<file path="config.mk">
export PLATFORM = sky130hd
export DESIGN_NAME = instr_fetch_flat
export DESIGN_NICKNAME = d
export VERILOG_FILES = /design/src/rtl/instr_fetch_if.sv /design/src/rtl/instr_fetch.sv /design/src/flat_wrapper.sv
export SDC_FILE = /design/constraint.sdc
export NUM_CORES = 1
export LEC_CHECK = 0
export BUFFER_PORTS_ARGS = -buffer_cell sky130_fd_sc_hd__buf_2
export CORE_ASPECT_RATIO = 1.25
export CORE_MARGIN = 5
export CORE_UTILIZATION = 51
export CTS_CLUSTER_SIZE = 24
export DETAILED_ROUTE_END_ITERATION = 10
export GPL_TIMING_DRIVEN = 0
export PLACE_DENSITY = 0.83
export SYNTH_ARGS = -nofsm -noshare
export SYNTH_HDL_FRONTEND = slang
export SYNTH_SLANG_ARGS = --single-unit
</file>
<file path="constraint.sdc">
create_clock -name clk -period 2.87 [get_ports clk]
set_input_delay 0 -clock clk [delete_from_list [all_inputs] [get_ports clk]]
set_output_delay 0 -clock clk [all_outputs]
set_load 0.01 [all_outputs]
</file>
<file path="src/rtl/instr_fetch_if.sv">
// rtl/instr_fetch_if.sv - instruction RAM bus, instruction handshake and redirect bundle for instr_fetch
interface instr_fetch_if #(
  parameter int ADDR_W = 8,
  parameter int DATA_W = 16
);
  logic [ADDR_W-1:0] mem_addr;
  logic              mem_rd;
  logic [DATA_W-1:0] mem_rdata;
  logic [DATA_W-1:0] instr;
  logic [ADDR_W-1:0] instr_pc;
  logic              instr_valid;
  logic              instr_ready;
  logic              redirect;
  logic [ADDR_W-1:0] redirect_pc;

  // Fetch unit side
  modport master (
    output mem_addr, mem_rd, instr, instr_pc, instr_valid,
    input  mem_rdata, instr_ready, redirect, redirect_pc
  );

  // RAM / controller side
  modport slave (
    input  mem_addr, mem_rd, instr, instr_pc, instr_valid,
    output mem_rdata, instr_ready, redirect, redirect_pc
  );
endinterface

</file>
<file path="src/rtl/instr_fetch.sv">
// rtl/instr_fetch.sv - PC owner and instruction fetch front end; INSTR_FETCH_PREFETCH_EN adds in-flight read plus 1-entry buffer
module instr_fetch #(
  parameter int ADDR_W = 8,
  parameter int DATA_W = 16
) (
  input  logic              clk,
  input  logic              rst,
  input  logic [ADDR_W-1:0] start_pc,
  instr_fetch_if.master     bus
);

  localparam logic [ADDR_W-1:0] PC_ONE = ADDR_W'(1);

  logic [ADDR_W-1:0] pc_q, pc_d;
  logic [DATA_W-1:0] instr_q, instr_d;
  logic [ADDR_W-1:0] ipc_q, ipc_d;
  logic              ivalid_q, ivalid_d;
  logic [ADDR_W-1:0] addr_q, addr_d;
  logic              rd;

`ifdef INSTR_FETCH_PREFETCH_EN
  logic [DATA_W-1:0] buf_q, buf_d;
  logic [ADDR_W-1:0] bpc_q, bpc_d;
  logic              bvalid_q, bvalid_d;
  logic              infl_q, infl_d;
  logic [ADDR_W-1:0] fpc_q, fpc_d;
  logic              accept;
  logic [1:0]        occ;
  logic [1:0]        occ_after;

  // Register file: IR, prefetch buffer and in-flight read tracking
  always_ff @(posedge clk) begin
    if (rst) begin
      pc_q     <= start_pc;
      instr_q  <= '0;
      ipc_q    <= '0;
      ivalid_q <= 1'b0;
      addr_q   <= '0;
      buf_q    <= '0;
      bpc_q    <= '0;
      bvalid_q <= 1'b0;
      infl_q   <= 1'b0;
      fpc_q    <= '0;
    end else begin
      pc_q     <= pc_d;
      instr_q  <= instr_d;
      ipc_q    <= ipc_d;
      ivalid_q <= ivalid_d;
      addr_q   <= addr_d;
      buf_q    <= buf_d;
      bpc_q    <= bpc_d;
      bvalid_q <= bvalid_d;
      infl_q   <= infl_d;
      fpc_q    <= fpc_d;
    end
  end

  // Issue a read whenever IR + buffer would still have a free slot for its data
  always_comb begin
    accept    = ivalid_q & bus.instr_ready;
    occ       = {1'b0, ivalid_q} + {1'b0, bvalid_q} + {1'b0, infl_q};
    occ_after = occ - {1'b0, accept};
    rd        = !bus.redirect && (occ_after < 2'd2);

    pc_d     = pc_q + {{(ADDR_W-1){1'b0}}, rd};
    addr_d   = rd ? pc_q : addr_q;
    infl_d   = rd;
    fpc_d    = pc_q;
    instr_d  = instr_q;
    ipc_d    = ipc_q;
    ivalid_d = ivalid_q;
    buf_d    = buf_q;
    bpc_d    = bpc_q;
    bvalid_d = bvalid_q;

    if (!ivalid_q || accept) begin
      // IR is free this edge: oldest word (buffer first, then arriving data) moves in
      if (bvalid_q) begin
        instr_d  = buf_q;
        ipc_d    = bpc_q;
        ivalid_d = 1'b1;
        bvalid_d = infl_q;
        if (infl_q) begin
          buf_d = bus.mem_rdata;
          bpc_d = fpc_q;
        end
      end else if (infl_q) begin
        instr_d  = bus.mem_rdata;
        ipc_d    = fpc_q;
        ivalid_d = 1'b1;
      end else begin
        ivalid_d = 1'b0;
      end
    end else if (infl_q) begin
      buf_d    = bus.mem_rdata;
      bpc_d    = fpc_q;
      bvalid_d = 1'b1;
    end

    // Redirect discards IR validity, buffer and the in-flight read
    if (bus.redirect) begin
      pc_d     = bus.redirect_pc;
      instr_d  = instr_q;
      ipc_d    = ipc_q;
      ivalid_d = 1'b0;
      bvalid_d = 1'b0;
      infl_d   = 1'b0;
    end
  end
`else
  typedef enum logic [1:0] {S_REQ, S_WAIT, S_HOLD} state_t;
  state_t state_q, state_d;

  // State register, PC and IR
  always_ff @(posedge clk) begin
    if (rst) begin
      state_q  <= S_REQ;
      pc_q     <= start_pc;
      instr_q  <= '0;
      ipc_q    <= '0;
      ivalid_q <= 1'b0;
      addr_q   <= '0;
    end else begin
      state_q  <= state_d;
      pc_q     <= pc_d;
      instr_q  <= instr_d;
      ipc_q    <= ipc_d;
      ivalid_q <= ivalid_d;
      addr_q   <= addr_d;
    end
  end

  // Request / wait for RAM / hold until accepted; redirect restarts at the new PC
  always_comb begin
    state_d  = state_q;
    pc_d     = pc_q;
    instr_d  = instr_q;
    ipc_d    = ipc_q;
    ivalid_d = ivalid_q;
    addr_d   = addr_q;
    rd       = 1'b0;
    case (state_q)
      S_REQ: begin
        rd      = 1'b1;
        addr_d  = pc_q;
        state_d = S_WAIT;
      end
      S_WAIT: begin
        instr_d  = bus.mem_rdata;
        ipc_d    = pc_q;
        pc_d     = pc_q + PC_ONE;
        ivalid_d = 1'b1;
        state_d  = S_HOLD;
      end
      S_HOLD: begin
        if (bus.instr_ready) begin
          ivalid_d = 1'b0;
          state_d  = S_REQ;
        end
      end
      default: state_d = S_REQ;
    endcase
    if (bus.redirect) begin
      pc_d     = bus.redirect_pc;
      instr_d  = instr_q;
      ipc_d    = ipc_q;
      ivalid_d = 1'b0;
      state_d  = S_REQ;
    end
  end
`endif

  // The RAM sees no strobe and a zero address while reset is held
  assign bus.mem_rd      = rd & ~rst;
  assign bus.mem_addr    = rst ? '0 : (rd ? pc_q : addr_q);
  assign bus.instr       = instr_q;
  assign bus.instr_pc    = ipc_q;
  assign bus.instr_valid = ivalid_q;

endmodule

</file>
<file path="src/flat_wrapper.sv">
// flat-port wrapper written by rule: the top's interface ports become plain ports
module instr_fetch_flat 
#(
  parameter int ADDR_W = 8,
  parameter int DATA_W = 16
)
  (clk, rst, start_pc, bus_mem_addr, bus_mem_rd, bus_instr, bus_instr_pc, bus_instr_valid, bus_mem_rdata, bus_instr_ready, bus_redirect, bus_redirect_pc);
  instr_fetch_if #(.ADDR_W(ADDR_W), .DATA_W(DATA_W)) bus_i ();
  input  logic clk;
  input  logic rst;
  input  logic [ADDR_W-1:0] start_pc;
  output wire logic [$bits(bus_i.mem_addr)-1:0] bus_mem_addr;
  output wire logic [$bits(bus_i.mem_rd)-1:0] bus_mem_rd;
  output wire logic [$bits(bus_i.instr)-1:0] bus_instr;
  output wire logic [$bits(bus_i.instr_pc)-1:0] bus_instr_pc;
  output wire logic [$bits(bus_i.instr_valid)-1:0] bus_instr_valid;
  input wire logic [$bits(bus_i.mem_rdata)-1:0] bus_mem_rdata;
  input wire logic [$bits(bus_i.instr_ready)-1:0] bus_instr_ready;
  input wire logic [$bits(bus_i.redirect)-1:0] bus_redirect;
  input wire logic [$bits(bus_i.redirect_pc)-1:0] bus_redirect_pc;
  assign bus_mem_addr = bus_i.mem_addr;
  assign bus_mem_rd = bus_i.mem_rd;
  assign bus_instr = bus_i.instr;
  assign bus_instr_pc = bus_i.instr_pc;
  assign bus_instr_valid = bus_i.instr_valid;
  assign bus_i.mem_rdata = bus_mem_rdata;
  assign bus_i.instr_ready = bus_instr_ready;
  assign bus_i.redirect = bus_redirect;
  assign bus_i.redirect_pc = bus_redirect_pc;
  instr_fetch #(.ADDR_W(ADDR_W), .DATA_W(DATA_W)) u_core (.clk(clk), .rst(rst), .start_pc(start_pc), .bus(bus_i));
endmodule
</file>
== Word level (Yosys, flattened, before mapping) ==
Index checks and enable logic that the tools add are counted.
Storage, ports and cells
  register bits after elaboration: 43
  bits in latches: 0
  bits in writable memories: 0
  ROM bits: 0
  input port bits: 36
  output and inout port bits: 34
  word-level logic and storage cells: 29
  memories kept: 0
Operators by class
  add/subtract/negate cells: 1
  multiply operators: 0
  divide/modulo/power cells: 0
  order comparisons: 0
  equal/unequal tests: 3
  shift operators: 0
  mux-type cells: 10
  bitwise operators: 3
  reductions and logical operators: 6
Operator list (count)
  $mux 8: 5
  $add 8x1->8 const B: 1
  $pmux 2 s3: 1
  $reduce_and 2->1: 2
  $reduce_bool 3->1: 1
  $eq 2x1->1 const B: 1
  $eq 2x2->1 const B: 1
  $logic_not 2->1: 1
  $mux 1: 2
  $mux 2: 1
  $ne 2x2->1 const B: 1
  $not 1->1: 2
  $pmux 1 s2: 1
  $reduce_bool 2->1: 1
  $reduce_or 2->1: 1
  $and 1x1->1: 1

== Depth between registers and ports, before layout ==
  depth after elaboration: 4
  depth in mapped cells: 6
  mapped depth without buffers: 5

== Least setup slack after synthesis ==
Ideal clock, no wire load.
  kind: register -> register
  start point: register u_core.pc_q[0]
  end point: register u_core.pc_q[6], data pin
  library setup time: 274 ps
  arrival: 1031 ps
  required time: 2596 ps
  slack: 1565 ps
  cell stages (with the launch flop): 5
  buffers on the path: 0
  clock period less this slack: 1305 ps
  cells stage by stage: edfxtp_1 -> ha_1 -> nand3_1 -> xor2_1 -> o221ai_1
Between the ends
  cells in the longest elaborated chain, start to end: 4
RTL lines
  from (decl): line instr_fetch.sv:14  | logic [ADDR_W-1:0] pc_q, pc_d;
  from (signal assigned): line instr_fetch.sv:118  | pc_q <= start_pc;
  from (signal assigned): line instr_fetch.sv:125  | pc_q <= pc_d;
  $add 8x1->8: line instr_fetch.sv:151  | pc_d = pc_q + PC_ONE;
  $mux 8: line instr_fetch.sv:142  | case (state_q)
  $mux 8: line instr_fetch.sv:163  | if (bus.redirect) begin
  $mux 8: line instr_fetch.sv:116  | if (rst) begin
No other way between the ends. The select of a mux whose other input is x is not followed.
A chain may end at the register's enable or synchronous reset.

== Worst setup path in the final report ==
  start point: register u_core.state_q[0]
  end point: output bus_mem_addr[4]
Between the ends
  cells in the longest elaborated chain, start to end: 4
RTL lines
  from (decl): line instr_fetch.sv:112  | state_t state_q, state_d;
  from (signal assigned): line instr_fetch.sv:124  | state_q <= state_d;
  $logic_not 2->1: line instr_fetch.sv:142
  $mux 1: line instr_fetch.sv:142
  $mux 8 (2 in series): line instr_fetch.sv:175  | assign bus.mem_addr = rst ? '0 : (rd ? pc_q : addr_q);
  to (decl): line flat_wrapper.sv:12  | output wire logic [$bits(bus_i.mem_addr)-1:0] bus_mem_addr;
No other way between the ends.

==> summary.md <==
| Metric | Value |
|---|---|
| Status | `finished, final reports clean` |
| Avg Inst Size Synth | `8.24 µm²` |
| Setup ws final | `1330 ps` |
| Drt drc | `0` |
| FP Rows | `24` |
| GRT Overall Usage | `19.9%` |
| Vias in the first global route | `1719` |
| Setup bufs post-CTS | `0` |
| Worst Path Class, Setup | `reg2out` |
| Crit path required time | `2870 ps` |
| Die area | `4830 µm²` |
| Die H | `76.5 µm` |
| Clock Sinks | `43` |
| Top-count cell post-synth | `nand2_1` |
| Hold WS | `9.94 ps` |
| # diodes | `0` |
| Final Routed Wirelength | `4.62 mm` |
| Crit path from | `u_core.state_q[0]` |
| Drt pass-1 iters | `4` |
| Worst Setup End Kind | `output pin` |
| Internal power | `945 µW` |
| Average wire per standard cell | `13.0 µm` |
| Syn_nets | `256` |
| Slew @ Worst Pin | `483 ps` |
| Reg-to-Reg Start | `u_core.pc_q[0]` |
| TritonCTS Buffers | `5` |
| Seq cells post-synth | `43` |
| Power Dens Cells | `505 nW/µm²` |
| Clock Tree Buf Depth | `2` |
| DR vias | `1828` |
| Die Wd | `63.2 µm` |
| Maximum vdd drop | `0.421 mV` |
| Asr flop ratio synth | `0%` |
| Synthesized area | `1800 µm²` |
| Grt ovf | `0` |
| CTS root buf | `clkbuf_8` |
| Skew final | `3.14 ps` |
| Startpoint types | `register` |
| Share of cells above drive strength 1 | `27.0%` |
| F_max | `649 MHz` |
| Initial detailed-routing violation count | `62` |
| Final setup violation count | `0` |
| Ys Warns | `0` |
| Initial antenna violation count | `0` |
| Max FO, Critical Path | `8` |
| Pre-CTS setup slack | `1390 ps` |
| Starting density of the core | `52.2%` |
| First-pass GRT wire length | `7.91 mm` |
| Post-synth top flop | `dfxtp_1` |
| Max_slew headroom | `67.8%` |
| Clk_lat worst skew | `290 ps` |
| Fin crit period | `1540 ps` |
| EDFF count, synth | `8` |
| R2r setup slk | `1370 ps` |
| Number of vias per cell | `5.12` |
| Unique masters post-synth | `31` |
| P_sw | `326 µW` |
| Final Instance Area | `2520 µm²` |
| Post-route ant nets | `0` |
| Input/output buffers | `69` |
| Layout Cells excl Fill | `357` |
| Top post-synthesis cells by area | `dfxtp_1 39%, nand2_1 15%, edfxtp_1 13%` |
| Synth top cells by count | `73 x nand2_1, 43 x a21oi_1, 35 x dfxtp_1` |
| Placed cells | `327` |
| Max cap viols | `0` |
| Layout area overhead | `39.5%` |
| CTS H-tree lvls | `2` |
| Hold Startpoint | `start_pc[0]` |
| DP Area | `2200 µm²` |
| DP HPWL | `3.27 mm` |
| Worst Hold Class | `in2reg` |
| Placer Congestion | `0.793` |
| Slew Limit Fails | `0` |
| Post-synthesis sequential area ratio | `52.1%` |
| CP arrival | `1540 ps` |
| Clock network power share | `29.6%` |
| RSZ-0062 raised after global routing | `no` |
| Cells after Synth | `219` |
| Fin crit share | `53.7%` |
| Core area | `3450 µm²` |
| Comb pwr share | `16.2%` |
| Nets | `355` |
| Clock slew at reported path FFs | `70 ps` |
| Sw Share | `25.6%` |
| Setup crit end | `bus_mem_addr[4]` |
| Post-synth top area cell | `dfxtp_1` |
| LEAKAGE | `0.00112 µW` |
| Sequential Power Share | `54.2%` |
| Worst reg2reg path depth | `5` |
| Hold Violations, Final | `0` |
| Synth top area share | `38.8%` |
| Post-Route Setup TNS | `0 ps` |
| Largest net degree at the start of global routing | `13` |
| Reg-to-Reg End | `u_core.pc_q[2]` |
| CTS tree | `built` |
| Top Ports | `70` |
## sequential cells by signal, indices dropped and copies added (netlist names)
signal	cells
u_core.bus.instr	16
u_core.addr_q	8
u_core.bus.instr_pc	8
u_core.pc_q	8
u_core.state_q	2
u_core.bus.instr_valid	1
## area by class of cell
class	instances	area, µm²
Tap cell	39	48.8
Clock inverter	1	5.00
Sequential cell	43	941
Buffer	13	60.1
Clock buffer	6	82.6
Inverter	3	11.3
Timing Repair Buffer	92	576
Multi-Input combinational cell	160	792
Fill cell	258	937
## cell families after synthesis
| family | Yosys count | share of synthesized area, % |
|---|---|---|
| compound gates | 54 | 15.8 |
| xor+xnor | 4 | 1.94 |
| fa+ha+maj | 1 | 0.693 |
| buf+inv | 16 | 3.95 |
| flops | 43 | 52.1 |
| mux | 4 | 2.29 |
| simple gates | 97 | 23.2 |
## per-stage QoR
stage          power, µW  util [%]
6_report            1270      72.9
5_1_grt             1340      72.9
3_5_place_dp         883      63.7
4_1_cts             1280      72.9
3_3_place_gp         878      63.7
2_1_floorplan        804         -
## worst max-delay path: stages (launching register included)
cell	delay, ps
dfxtp_1	360
nor2_1	380
nand2_1	140
a21oi_1	200
buf_2	170
## how the worst min path moves through the flow
stage | end | depth (start not counted)
floorplan | u_core.bus.instr_valid | 1
global placement | u_core.bus.instr_valid | 2
detailed placement | u_core.bus.instr_valid | 2
CTS | u_core.pc_q[0] | 2
global route | u_core.pc_q[0] | 2
finish | u_core.pc_q[0] | 2
## per-layer routing
| metal | GRT usage [%] | vias up | wire length [µm] |
|---|---|---|---|
| li1 | - | 925 | - |
| met1 | 23.8 | 822 | 1880 |
| met2 | 34.5 | 74 | 2290 |
| met3 | 5.16 | 7 | 385 |
| met4 | 6.24 | 0 | 69 |
| met5 | 0 | - | 0 |
## cells in the final DEF (no fill, tap or decap), drive strengths merged
cell and n:
edfxtp 8, xor2 1, dlygate4sd3 23, a22oi 1, o221ai 1, xnor2 3, nand2b 3, nand2 73
inv 3, o21a 1, or3b 1, nand3 8, dfxtp 35, nor2 5, nor3 1, mux2 1
a311oi 1, and3 2, or2 3, clkinv 1, buf 75, nor2b 1, a21oi 43, o21ai 6
mux2i 3, o31ai 1, clkbuf 13, ha 1
## repair_timing
| item | 4_1_cts | 5_1_grt |
|---|---|---|
| resized for setup | 0 | 0 |
| setup endpoints to repair | 0 | 0 |
| hold buffers | 23 | 0 |
| hold endpoints to repair | 24 | 0 |
## power groups by stage
| stage | Combinational, µW | Clock (µW) | Sequential (µW) |
|---|---|---|---|
| after floorplan | 107 | 0 | 697 |
| after global placement | 178 | 0 | 701 |
| after detailed placement | 181 | 0 | 702 |
| after CTS | 206 | 390 | 688 |
| after global routing | 233 | 411 | 693 |
| final | 206 | 376 | 688 |
Note: power is estimated with default switching activity, not from simulation.
